===== src/rtl/pix_stream_pkg.sv =====
// Shared constants and FSM state encoding for the pixel stream framer.
package pix_stream_pkg;

   localparam int DWIDTH_DEF   = 16;
   localparam int PIX_BITS_DEF = 10;
   localparam int PIX_MAX      = 1023;
   localparam int COL_NUM_DEF  = 2448;
   localparam int ROW_NUM_DEF  = 2048;

   typedef enum logic [1:0] {
      IDLE  = 2'd0,
      RUN   = 2'd1,
      DRAIN = 2'd2,
      DONE  = 2'd3
   } framer_state_t;

endpackage


===== src/rtl/axis_skid_buf.sv =====
// Two-entry AXI-stream buffer: output register plus one skid register.
// Latency: 1 cycle accept -> dst_vld. Backpressure: parent stops accepting while skid is occupied.
// Backpressure: the ready toward the source is a parent-owned flop fed from skid_free_nxt.
module axis_skid_buf #(
   parameter int W = 18
) (
   input  logic         clk,
   input  logic         rst_n,
   input  logic         src_vld,
   input  logic         src_rdy,
   input  logic [W-1:0] src_dat,
   output logic         dst_vld,
   input  logic         dst_rdy,
   output logic [W-1:0] dst_dat,
   output logic         skid_free_nxt,
   output logic         empty_nxt
);

   logic         skid_vld;
   logic [W-1:0] skid_dat;
   logic         src_fire;
   logic         dst_load;

   assign src_fire = src_vld & src_rdy;
   assign dst_load = !dst_vld || dst_rdy;

   // src_rdy is only high while the skid is empty, so a skid drain never races an accept.
   assign skid_free_nxt = dst_load || !(skid_vld || src_fire);
   assign empty_nxt     = skid_free_nxt && !(dst_load ? (skid_vld || src_fire) : 1'b1);

   always_ff @(posedge clk or negedge rst_n) begin
      if (!rst_n) begin
         dst_vld  <= 1'b0;
         dst_dat  <= '0;
         skid_vld <= 1'b0;
         skid_dat <= '0;
      end else if (dst_load) begin
         if (skid_vld) begin
            dst_vld  <= 1'b1;
            dst_dat  <= skid_dat;
            skid_vld <= 1'b0;
         end else begin
            dst_vld <= src_fire;
            if (src_fire) dst_dat <= src_dat;
         end
      end else if (src_fire) begin
         skid_vld <= 1'b1;
         skid_dat <= src_dat;
      end
   end

endmodule


===== src/rtl/pix_stream_framer.sv =====
// Clamps signed pixels to PIX_BITS and tags SOF/EOL per frame; FRAMER_SAT_CNT_EN adds sat_cnt.
// Latency: 1 cycle input accept -> output valid, 1 pixel/cycle with downstream ready.
// Backpressure: output + skid buffer; input ready drops (registered) while the skid is full.
module pix_stream_framer
   import pix_stream_pkg::*;
#(
   parameter int DWIDTH   = DWIDTH_DEF,
   parameter int PIX_BITS = PIX_BITS_DEF,
   parameter int COL_NUM  = COL_NUM_DEF,
   parameter int ROW_NUM  = ROW_NUM_DEF
) (
   input  logic              ap_clk,
   input  logic              ap_rst_n,
   input  logic              new_frame,
   input  logic [DWIDTH-1:0] input_r_TDATA,
   input  logic              input_r_TVALID,
   output logic              input_r_TREADY,
   output logic [DWIDTH-1:0] output_r_TDATA,
   output logic              output_r_TVALID,
   input  logic              output_r_TREADY,
   output logic              output_r_TUSER,
   output logic              output_r_TLAST,
   output logic              frame_done,
   output logic              busy
`ifdef FRAMER_SAT_CNT_EN
  ,output logic [31:0]       sat_cnt
`endif
);

   localparam int COL_W   = (COL_NUM > 1) ? $clog2(COL_NUM) : 1;
   localparam int ROW_W   = (ROW_NUM > 1) ? $clog2(ROW_NUM) : 1;
   localparam int PIX_LIM = (1 << PIX_BITS) - 1;
   localparam logic [DWIDTH-1:0] LIM_W    = DWIDTH'(PIX_LIM);
   localparam logic [COL_W-1:0]  COL_LAST = COL_W'(COL_NUM - 1);
   localparam logic [ROW_W-1:0]  ROW_LAST = ROW_W'(ROW_NUM - 1);

   framer_state_t     state;
   logic [COL_W-1:0]  col_cnt;
   logic [ROW_W-1:0]  row_cnt;
   logic              in_fire;
   logic              is_neg;
   logic              is_over;
   logic              clamped;
   logic [DWIDTH-1:0] pix_clamped;
   logic              tag_sof;
   logic              tag_eol;
   logic              frame_last;
   logic              skid_free_nxt;
   logic              buf_empty_nxt;
   logic [DWIDTH+1:0] buf_in_dat;
   logic [DWIDTH+1:0] buf_out_dat;

   assign in_fire = input_r_TVALID && input_r_TREADY;

   // Input is two's complement; anything above the pixel ceiling saturates.
   assign is_neg      = input_r_TDATA[DWIDTH-1];
   assign is_over     = !is_neg && (input_r_TDATA > LIM_W);
   assign clamped     = is_neg || is_over;
   assign pix_clamped = is_neg ? '0 : (is_over ? LIM_W : input_r_TDATA);

   assign tag_sof    = (row_cnt == '0) && (col_cnt == '0);
   assign tag_eol    = (col_cnt == COL_LAST);
   assign frame_last = tag_eol && (row_cnt == ROW_LAST);
   assign buf_in_dat = {tag_sof, tag_eol, pix_clamped};

   axis_skid_buf #(.W(DWIDTH + 2)) u_skid (
      .clk           (ap_clk),
      .rst_n         (ap_rst_n),
      .src_vld       (input_r_TVALID),
      .src_rdy       (input_r_TREADY),
      .src_dat       (buf_in_dat),
      .dst_vld       (output_r_TVALID),
      .dst_rdy       (output_r_TREADY),
      .dst_dat       (buf_out_dat),
      .skid_free_nxt (skid_free_nxt),
      .empty_nxt     (buf_empty_nxt)
   );

   assign output_r_TDATA = buf_out_dat[DWIDTH-1:0];
   assign output_r_TLAST = buf_out_dat[DWIDTH];
   assign output_r_TUSER = buf_out_dat[DWIDTH+1];

   always_ff @(posedge ap_clk or negedge ap_rst_n) begin
      if (!ap_rst_n) begin
         state          <= IDLE;
         col_cnt        <= '0;
         row_cnt        <= '0;
         input_r_TREADY <= 1'b0;
         frame_done     <= 1'b0;
         busy           <= 1'b0;
      end else begin
         case (state)
            IDLE: begin
               if (new_frame) begin
                  state          <= RUN;
                  busy           <= 1'b1;
                  input_r_TREADY <= 1'b1;
               end
            end
            RUN: begin
               input_r_TREADY <= skid_free_nxt;
               if (in_fire) begin
                  if (frame_last) begin
                     state          <= DRAIN;
                     input_r_TREADY <= 1'b0;
                     col_cnt        <= '0;
                     row_cnt        <= '0;
                  end else if (tag_eol) begin
                     col_cnt <= '0;
                     row_cnt <= row_cnt + 1'b1;
                  end else begin
                     col_cnt <= col_cnt + 1'b1;
                  end
               end
            end
            DRAIN: begin
               if (buf_empty_nxt) begin
                  state      <= DONE;
                  busy       <= 1'b0;
                  frame_done <= 1'b1;
               end
            end
            DONE: begin
               state      <= IDLE;
               frame_done <= 1'b0;
            end
            default: begin
               state          <= IDLE;
               input_r_TREADY <= 1'b0;
               busy           <= 1'b0;
               frame_done     <= 1'b0;
            end
         endcase
      end
   end

`ifdef FRAMER_SAT_CNT_EN
   always_ff @(posedge ap_clk or negedge ap_rst_n) begin
      if (!ap_rst_n) begin
         sat_cnt <= '0;
      end else if (state == IDLE && new_frame) begin
         sat_cnt <= '0;
      end else if (in_fire && clamped && sat_cnt != 32'hFFFF_FFFF) begin
         sat_cnt <= sat_cnt + 32'd1;
      end
   end
`else
   logic unused_clamped;
   assign unused_clamped = clamped;
`endif

endmodule


===== config.mk =====
export PLATFORM = sky130hd
export DESIGN_NAME = pix_stream_framer
export DESIGN_NICKNAME = d
export VERILOG_FILES = /design/src/rtl/pix_stream_pkg.sv /design/src/rtl/axis_skid_buf.sv /design/src/rtl/pix_stream_framer.sv
export SDC_FILE = /design/constraint.sdc
export NUM_CORES = 1
export LEC_CHECK = 0
export ABC_AREA = 1
export CORE_UTILIZATION = 60
export DETAILED_ROUTE_END_ITERATION = 10
export PLACE_DENSITY = 0.85
export SYNTH_ARGS = -nofsm -noshare
export SYNTH_HDL_FRONTEND = slang
export SYNTH_HIERARCHICAL = 1
export SYNTH_SLANG_ARGS = --single-unit

===== constraint.sdc =====
create_clock -name ap_clk -period 3 [get_ports ap_clk]
set_clock_uncertainty 0.2 [all_clocks]
set_input_delay 0.45 -clock ap_clk [delete_from_list [all_inputs] [get_ports ap_clk]]
set_output_delay 0.45 -clock ap_clk [all_outputs]
set_load 0.01 [all_outputs]

# [Word level (Yosys, flattened, before mapping)]
# Cells that the tools add are included.
[totals] output_inout_bits=22 elab_cells=78 regBits=66 inputBits=21
[op_classes] n_lt_le_gt_ge=1 mux=25 n_bitwise=2 add_sub_neg=2 eq_ne=9 reduce_logical=29
[op_table] operator="$mux W18" count=2
[op_table] operator="$mux W15" count=2
[op_table] operator="$mux W12" count=2
[op_table] operator="$mux W11" count=2
[op_table] operator="$gt A16 B10 Y1 const B" count=1
[op_table] operator="$add A12 B1 Y12 const B" count=1
[op_table] operator="$eq A12 B12 Y1 const B" count=1
[op_table] operator="$logic_not A12 Y1" count=1
[op_table] operator="$reduce_bool A2 Y1" count=6
[op_table] operator="$add A11 B1 Y11 const B" count=1
[op_table] operator="$eq A11 B11 Y1 const B" count=1
[op_table] operator="$logic_not A11 Y1" count=1
[op_table] operator="$reduce_and A2 Y1" count=5
[op_table] operator="$mux W1" count=9
[op_table] operator="$mux W2" count=4
[op_table] operator="$ne A2 B2 Y1 const B" count=4
[op_table] operator="$pmux W2 S4" count=1
[op_table] operator="$pmux W1 S2" count=3
[op_table] operator="$reduce_and A3 Y1" count=2
[op_table] operator="$logic_and A1 B1 Y1" count=5
[op_table] operator="$eq A2 B2 Y1 const B" count=2
[op_table] operator="$logic_not A1 Y1" count=4
[op_table] operator="$reduce_and A4 Y1" count=1
[op_table] operator="$logic_or A1 B1 Y1" count=3
[op_table] operator="4 further kinds" count=4

# [Logic depth before layout (Yosys ltp)]
# Gate-level depths: netlist of the first run.
[logic_depth] depth_word=7 depth_mapped=12 depth_no_buf=11

# [By module]
# The synthesis of the first run kept the hierarchy.
[modules_own_cells] module="pix_stream_framer" instances=1 cells_per_inst=249 area_per_inst_um2=1783.0 seq_area_each_um2=700.7
[modules_own_cells] module="axis_skid_buf" instances=1 cells_per_inst=223 area_per_inst_um2=1761.7 seq_area_each_um2=950.9

# [Worst setup path after synthesis of the first run]
# OpenSTA, ideal clock, no wires.
[synth_path] path_kind="register to register" startpoint="register state[1]" endpoint="register col_cnt[9]" stages_incl_launch_ff=9 n_path_buf=0 required_time_ps=2677 setup_time_ps=123 synth_period_minus_slack_ps=1712 setup_slack_ps=1288 t_arrival_ps=1390 path_cell_list="dfrtp_1 > inv_1 > ha_1 > inv_1 > nor2_4 > nand2_1 > nor2_1 > nand4_1 > xnor2_1"
[synth_between] elab_chain_len=2
[synth_lines] item="from (decl)" line="pix_stream_framer.sv:37" source="framer_state_t state;"
[synth_lines] item="from (signal assigned)" line="pix_stream_framer.sv:85" source="state <= IDLE;"
[synth_lines] item="from (signal assigned)" line="pix_stream_framer.sv:95" source="state <= RUN;"
[synth_lines] item="from (signal assigned)" line="pix_stream_framer.sv:104" source="state <= DRAIN;"
[synth_lines] item="$eq A2 B1 Y1" line="pix_stream_framer.sv:92" source="case (state)"
[synth_lines] item="$reduce_and A2 Y1 (no source line)"
[synth_lines] item="to (signal assigned)" line="pix_stream_framer.sv:112" source="col_cnt <= col_cnt + 1'b1;"
[synth_lines] item="to (decl)" line="pix_stream_framer.sv:38" source="logic [COL_W-1:0] col_cnt;"
# No other way between the ends.
# A chain may end at the register's enable or synchronous reset.

# [Final worst setup path of the first run]
[layout_path] startpoint="input port input_r_TDATA[12]" endpoint="register u_skid.dst_dat[8]"
[layout_between] elab_chain_len=6
[layout_lines] item="from (decl)" line="pix_stream_framer.sv:15" source="input logic [DWIDTH-1:0] input_r_TDATA,"
[layout_lines] item="$gt A16 B10 Y1" line="pix_stream_framer.sv:57" source="assign is_over = !is_neg && (input_r_TDATA > LIM_W);"
[layout_lines] item="$logic_and A1 B1 Y1" line="pix_stream_framer.sv:57"
[layout_lines] item="$mux W15 (2 in a row)" line="pix_stream_framer.sv:59" source="assign pix_clamped = is_neg ? '0 : (is_over ? LIM_W : input_r_TDATA);"
[layout_lines] item="via pix_clamped[8]" line="pix_stream_framer.sv:44" source="logic [DWIDTH-1:0] pix_clamped;"
[layout_lines] item="$mux W18" line="axis_skid_buf.sv:44" source="if (src_fire) dst_dat <= src_dat;"
[layout_lines] item="$mux W18" line="axis_skid_buf.sv:38" source="if (skid_vld) begin"
[layout_lines] item="to (signal assigned)" line="axis_skid_buf.sv:40" source="dst_dat <= skid_dat;"
[layout_lines] item="to (signal assigned)" line="axis_skid_buf.sv:44"
[layout_lines] item="to (decl)" line="axis_skid_buf.sv:14" source="output logic [W-1:0] dst_dat,"
# The timed path passes the listed nets, and every way through them passes these cells. The select of a mux whose other input is x is not followed.

==> results.sh, run 1 <==
export IMPL_worstSetupEndpointType="flip-flop"
export IMPL_synthCells=472
export IMPL_hold_viol_final=0
export IMPL_finalSetupViolCount=0
export IMPL_grt_ovfl_total=0
export IMPL_maxSlewViolCount=0
export IMPL_initial_core_util_pct=63.21
export IMPL_clock_fmax_ghz=0.4828
export IMPL_antenna_cells=0
export IMPL_synth_warnings=6
export IMPL_clkTransAtPathRegs_ns=0.07
export IMPL_crit_cells=8
export IMPL_htree_levels=3
export IMPL_tns_ns=0
export IMPL_drt_iter0_markers=273
export IMPL_cp_max_fo=10
export IMPL_cts_path_max_buffers=2
export IMPL_rsz0062_at_grt="false"
export IMPL_powerDensity_nw_per_um2=771.3
export IMPL_cts_hold_buf=1
export IMPL_die_h_um=78.86
export IMPL_via_per_inst=5.321
export IMPL_required_ns=3.04
export IMPL_crit_path_start="input_r_TDATA[12]"
export IMPL_multi_input_area_um2=1645
export IMPL_synth_edf_count=0
export IMPL_io_buffers=42
export IMPL_hpwl_um=5191
export IMPL_start_kind="input port"
export IMPL_drc=0
export IMPL_relSlewSlack_pct=52.50
export IMPL_crit_buf_inv=1
export IMPL_setup_slack_ns=0.9289
export IMPL_critPathMostFrequentCell="nand2_1"
export IMPL_grt_pass1_wl_um=12990
export IMPL_rows=27
export IMPL_place_congestion=0.9029
export IMPL_clock_latency_ns=0.35
export IMPL_crit_chain="clkdlybuf4s50_1, nor3_1, nor3b_2, a21oi_1, nand2_1, nand2_1, nand3_1, nand2_1"
export IMPL_grt_pass1_vias=2950
export IMPL_ys_ff_latch=66
export IMPL_outcome="completed"
export IMPL_worst_pin_slew_ns=0.7126
export IMPL_area_growth_synth_to_final_pct=19.63
export IMPL_io_pins=43
export IMPL_first_pass_iters=5
export IMPL_drive_above_1_share_pct=7.129
export IMPL_rrSetupSlack_ns=1.02
export IMPL_rr_endpoint="col_cnt[9]"
export IMPL_synthArstFlopShare_pct=100.0
export IMPL_synth_area_leader_cell="dfrtp_1"
export IMPL_leakage_uw=0.002251
export IMPL_via_count=3219
export IMPL_vdd_drop_max_uv=521.6
export IMPL_avgSynthCellArea_um2=7.510
export IMPL_synth_common_cells="nand2_1 (197), dfrtp_1 (66), inv_1 (47), nand3_1 (38), nor2_1 (38)"
export IMPL_root_buffer="clkbuf_8"
export IMPL_antenna_found_initial=0
export IMPL_wl_um=7608
export IMPL_cp_arrival_ns=2.11
export IMPL_crit_family="simple AND/OR/NAND/NOR gates"
export IMPL_endpoint="u_skid/dst_dat[8]"
export IMPL_max_stage_delay_ns=0.56
export IMPL_numCtsBuffers=9
export IMPL_wl_per_cell_um=12.58
export IMPL_ant_nets=0
export IMPL_synth_seq_area_share_pct=46.59
export IMPL_r2r_cells=8
export IMPL_period_share_pct=69.04
export IMPL_core_area_um2=5608
export IMPL_cts_sinks=66
export IMPL_netlist_top_cells_area="dfrtp_1 (47%), nand2_1 (21%), nand3_1 (5.4%)"
export IMPL_crit_type="input port to flip-flop"
export IMPL_cts_resized_gates=0
export IMPL_post_place_ws_ns=0.5575
export IMPL_nFillCells=427
export IMPL_synth_most_common_cell="nand2_1"
export IMPL_max_cap_violations=0
export IMPL_seqCellArea_um2=1652
export IMPL_cts_tree="done"
export IMPL_hold_class="flip-flop to flip-flop"
export IMPL_syn_cell_area_um2=3545
export IMPL_synth_top_cell_area_share_pct=46.59
export IMPL_grt_max_degree=37
export IMPL_fin_nets=557
export IMPL_period_needed_ns=2.071
export IMPL_die_w_um=78.86
export IMPL_timing_critical_path_slowest_stage_cell="nor3b_2"
export IMPL_timing_rr_start="state[1]"
export IMPL_dieArea_um2=6219
export IMPL_synth_flop_cell="dfrtp_1"
export IMPL_track_usage_pct=27.04
export IMPL_cts_setup_buffers=0
export IMPL_ys_types=31
[final cells by class]
| type | count | share of cell area, % |
|---|---|---|
| inverter | 49 | 4.456 |
| tap | 72 | 2.125 |
| sequential | 66 | 38.95 |
| multi-input combinational | 356 | 38.80 |
| timing repair buffer | 46 | 10.86 |
| clock buffer | 11 | 3.570 |
| clock inverter | 5 | 1.239 |
[worst min-delay path, stage by stage, from the launching register on]
cell	delay [ns]
dfrtp_1	0.34
nand2_1	0.05
nand2_1	0.05
[power breakdown]
group	internal (uW)	leakage, uW	switching (uW)	total, uW
clock network	424	0.000105	338	763
logic	495	0.00132	654	1150
registers	1180	0.000826	183	1360
total	2100	0.00225	1170	3270
[worst min path at each step]
stage	startpoint	endpoint	slack [ns]	cells past startpoint
after floorplan	ap_rst_n	busy	-0.05	0
after global placement	u_skid/skid_dat[3]	u_skid/skid_dat[3]	0.25	2
after detailed placement	u_skid/skid_dat[12]	u_skid/skid_dat[12]	0.26	2
after CTS	u_skid/skid_dat[0]	u_skid/skid_dat[0]	0.28	2
after global routing	u_skid/skid_dat[0]	u_skid/skid_dat[0]	0.29	2
final	u_skid/skid_dat[10]	u_skid/skid_dat[10]	0.27	2
[sequential cells by signal, summed over array words and instances, names as in the netlist]
name / cells
u_skid/skid_dat: 18
u_skid/skid_vld: 1
input_r_TREADY: 1
u_skid/dst_vld: 1
col_cnt: 12
u_skid/dst_dat: 18
frame_done: 1
busy: 1
state: 2
row_cnt: 11
[cells in the final DEF, fill, tap and decap left out, types with 4 or more instances in the layout]
cell / instances
inv_1: 47
xor2_1: 5
nor2_4: 4
clkdlybuf4s50_1: 41
nand3_1: 38
nor3_1: 5
nor2_1: 38
nand2_1: 197
dfrtp_1: 66
nand4_1: 5
ha_1: 8
conb_1: 12
o21ai_0: 10
a21oi_1: 16
clkbuf_8: 11
[through the flow]
| step | hold WS, ns | util [%] | total power, uW | instances | area (um^2) |
|---|---|---|---|---|---|
| final | 0.2748 | 75.61 | 3271 | 605 | 4240 |
| after global routing | 0.2930 | 75.61 | 3502 | 605 | 4240 |
| after CTS | 0.2761 | 75.61 | 3288 | 605 | 4240 |
| after detailed placement | 0.2583 | 71.80 | 2515 | 588 | 4026 |
| after global placement | 0.2530 | 71.80 | 2458 | 588 | 4026 |
| after floorplan | -0.04559 | - | 2071 | 483 | 3586 |
[logic make-up (layout without fill, tap and decap cells)]
| logic type | Yosys count | count (layout) | synth area share [%] |
|---|---|---|---|
| buf+inv | 61 | 111 | 8.153 |
| flops | 66 | 66 | 46.59 |
| fa+ha+maj | 8 | 8 | 2.824 |
| compound gates | 31 | 31 | 4.836 |
| simple gates | 299 | 299 | 36.00 |
| xor+xnor | 6 | 6 | 1.483 |
| other cells | 1 | 12 | 0.1058 |
[per-layer routing]
| layer | vias up | GRT usage, % | share of wire, % |
|---|---|---|---|
| met3 | 24 | 6.552 | 6.4 |
| met4 | 0 | 11.64 | 2.1 |
| met5 | - | 0 | 0 |
| met2 | 132 | 45.57 | 48 |
| li1 | 1566 | - | - |
| met1 | 1497 | 33.13 | 44 |
No activity file was read; power rests on OpenSTA's default activity.
==> inputs of run 2 (changes only) <==
- CORE_UTILIZATION: 60 -> 50
- PLACE_DENSITY: 0.85 -> 0.76
- clock period: 3 -> 1.9 ns (I/O delays scaled with it)
==> run 2 against run 1 <==
Via count fell by 2.1%. Sequential share of layout area fell by 1.9 points. Global-route usage fell by 5.7 points. Register-to-register slack got worse by 0.91 ns. Clock-buffer cell count fell by 1. Core utilization fell by 10 points. Sequential power rose by 59%. Cell count rose by 7.1%. Final area rose by 5.2%. Worst hold slack got worse by 0.0018 ns. Critical path depth fell by 7. Combinational power rose by 63%. Highest routed layer unchanged.
==> results.sh, run 2 (same netlist as run 1, synthesis figures left out) <==
export IMPL_outcome="completed"
export IMPL_r2r_cells=8
export IMPL_wl_per_cell_um=11.28
export IMPL_drt_iter0_markers=189
export IMPL_powerDensity_nw_per_um2=1173
export IMPL_finish_instance_area_um2=4461
export IMPL_instances_no_fill=648
export IMPL_final_cell_mix="nand2_1 (195), dfrtp_1 (66), inv_1 (46)"
export IMPL_vdd_drop_max_uv=408.4
export IMPL_nFillCells=588
export IMPL_dpl_cell_area_um2=4197
export IMPL_via_count=3151
export IMPL_track_usage_pct=21.38
export IMPL_drc=0
export IMPL_io_buffers=42
export IMPL_max_cap_violations=0
export IMPL_worstSetupEndpointType="output port"
export IMPL_fin_nets=576
export IMPL_clkPwrFrac_pct=22.8
export IMPL_wl_um=7309
export IMPL_timing_critical_path_slowest_stage_cell="clkdlybuf4s50_1"
export IMPL_clock_latency_ns=0.34
export IMPL_clkTransAtPathRegs_ns=0.08
export IMPL_intPower_uw=3361
export IMPL_die_w_um=86.20
export IMPL_rr_endpoint="col_cnt[9]"
export IMPL_numCtsBuffers=9
export IMPL_area_growth_synth_to_final_pct=25.84
export IMPL_clock_fmax_ghz=0.5437
export IMPL_sw_frac_of_total_pct=35.78
export IMPL_antenna_cells=0
export IMPL_timing_rr_start="state[1]"
export IMPL_reg_top3="u_skid/dst_dat x18, u_skid/skid_dat x18, col_cnt x12"
export IMPL_antenna_found_initial=0
export IMPL_cts_sinks=66
export IMPL_multi_input_area_um2=1680
export IMPL_maxSlewViolCount=0
export IMPL_finalSetupViolCount=0
export IMPL_die_h_um=86.20
export IMPL_initial_core_util_pct=51.89
export IMPL_core_area_um2=6832
export IMPL_first_pass_iters=4
export IMPL_crit_type="flip-flop to output port"
export IMPL_grt_max_degree=67
export IMPL_grt_pass1_wl_um=12600
export IMPL_dp_cells=629
export IMPL_via_per_inst=4.863
export IMPL_start_kind="flip-flop"
export IMPL_grt_ovfl_total=0
export IMPL_place_congestion=0.8644
export IMPL_rrSetupSlack_ns=0.11
export IMPL_hpwl_um=5200
export IMPL_grt_pass1_vias=2936
export IMPL_rows=30
export IMPL_io_pins=43
export IMPL_root_buffer="clkbuf_8"
export IMPL_seqPwrFrac_pct=41.3
export IMPL_period_needed_ns=1.839
export IMPL_crit_family="buffers and inverters"
export IMPL_mostFrequentLayoutCell="nand2_1"
export IMPL_ant_nets=0
export IMPL_pwr_share_comb_pct=35.9
export IMPL_cp_max_fo=5
export IMPL_dieArea_um2=7430
export IMPL_hold_viol_final=0
export IMPL_period_share_pct=96.81
export IMPL_crit_buf_inv=1
export IMPL_switchingPower_uw=1872
export IMPL_required_ns=1.41
export IMPL_max_stage_delay_ns=0.57
export IMPL_htree_levels=3
export IMPL_hold_class="input port to asynchronous set/reset pin"
export IMPL_cts_path_max_buffers=2
export IMPL_rsz0062_at_grt="true"
export IMPL_seqCellArea_um2=1652
export IMPL_cts_tree="done"
export IMPL_leakage_uw=0.002335
export IMPL_cp_arrival_ns=1.35
export IMPL_crit_chain="clkdlybuf4s50_1"
export IMPL_drive_above_1_share_pct=11.78
## run 2: cell count changes in the layout (fill, tap and decap cells not counted), moves of 2 or more
cell	delta
clkinvlp_4	+2
nand2_1	-2
nor2_2	+2
clkinv_2	-2
nor2_1	-3
buf_4	+18
nand2_2	+2
## run 2: area by class of cell
type	instances	area share, %
Multi-Input combinational cell	356	37.67
Sequential cell	66	37.03
Timing Repair Buffer	65	13.80
Inverter	49	4.236
Clock buffer	10	3.086
Tap cell	96	2.693
Clock inverter	6	1.487
## run 2: power groups by stage
stage / Combinational (uW) / Sequential [uW] / Clock, uW
final: 1880 / 2160 / 1190
after global routing: 2130 / 2220 / 1290
after CTS: 1880 / 2150 / 1240
after detailed placement: 1870 / 2180 / 0
after global placement: 1820 / 2160 / 0
after floorplan: 1050 / 2220 / 0
## run 2: worst max path at each step
| stage | start | to | cells after the start | slack, ns |
|---|---|---|---|---|
| floorplan | state[1] | col_cnt[9] | 8 | 0.19 |
| global placement | input_r_TVALID | col_cnt[9] | 7 | -0.07 |
| detailed placement | input_r_TVALID | col_cnt[9] | 7 | -0.12 |
| CTS | row_cnt[1] | state[1] | 10 | 0.03 |
| global route | state[1] | col_cnt[9] | 8 | -0.04 |
| finish | input_r_TREADY | input_r_TREADY | 1 | 0.06 |
## run 2: per-layer routing
| layer | GRT usage (%) | up-vias | share of wire, % |
|---|---|---|---|
| met5 | 0 | - | 0 |
| met4 | 7.727 | 0 | 0.73 |
| met3 | 4.571 | 5 | 5.1 |
| met2 | 37.45 | 85 | 49 |
| met1 | 26.03 | 1453 | 45 |
| li1 | - | 1608 | - |
## run 2: through the flow
stage                     setup slack [ns]  setup TNS (ns)  hold WS (ns)  total power [uW]  util (%)
after floorplan                     0.1877               0       -0.2106              3271         -
after global placement            -0.07206         -0.1603        0.1327              3974     61.43
after detailed placement           -0.1173         -0.3104        0.1331              4043     61.43
after CTS                          0.03425               0        0.2774              5270     64.56
after global routing              -0.03604        -0.05862        0.2978              5637     65.29
final                              0.06069               0        0.2730              5233     65.29
## run 2: repair_timing
action | CTS | global route
setup buffers | 0 | 2
endpoints found under the setup margin | 0 | 11
hold endpoints to repair | 66 | 0
gates resized for setup | 0 | 10
hold buffers | 1 | 0
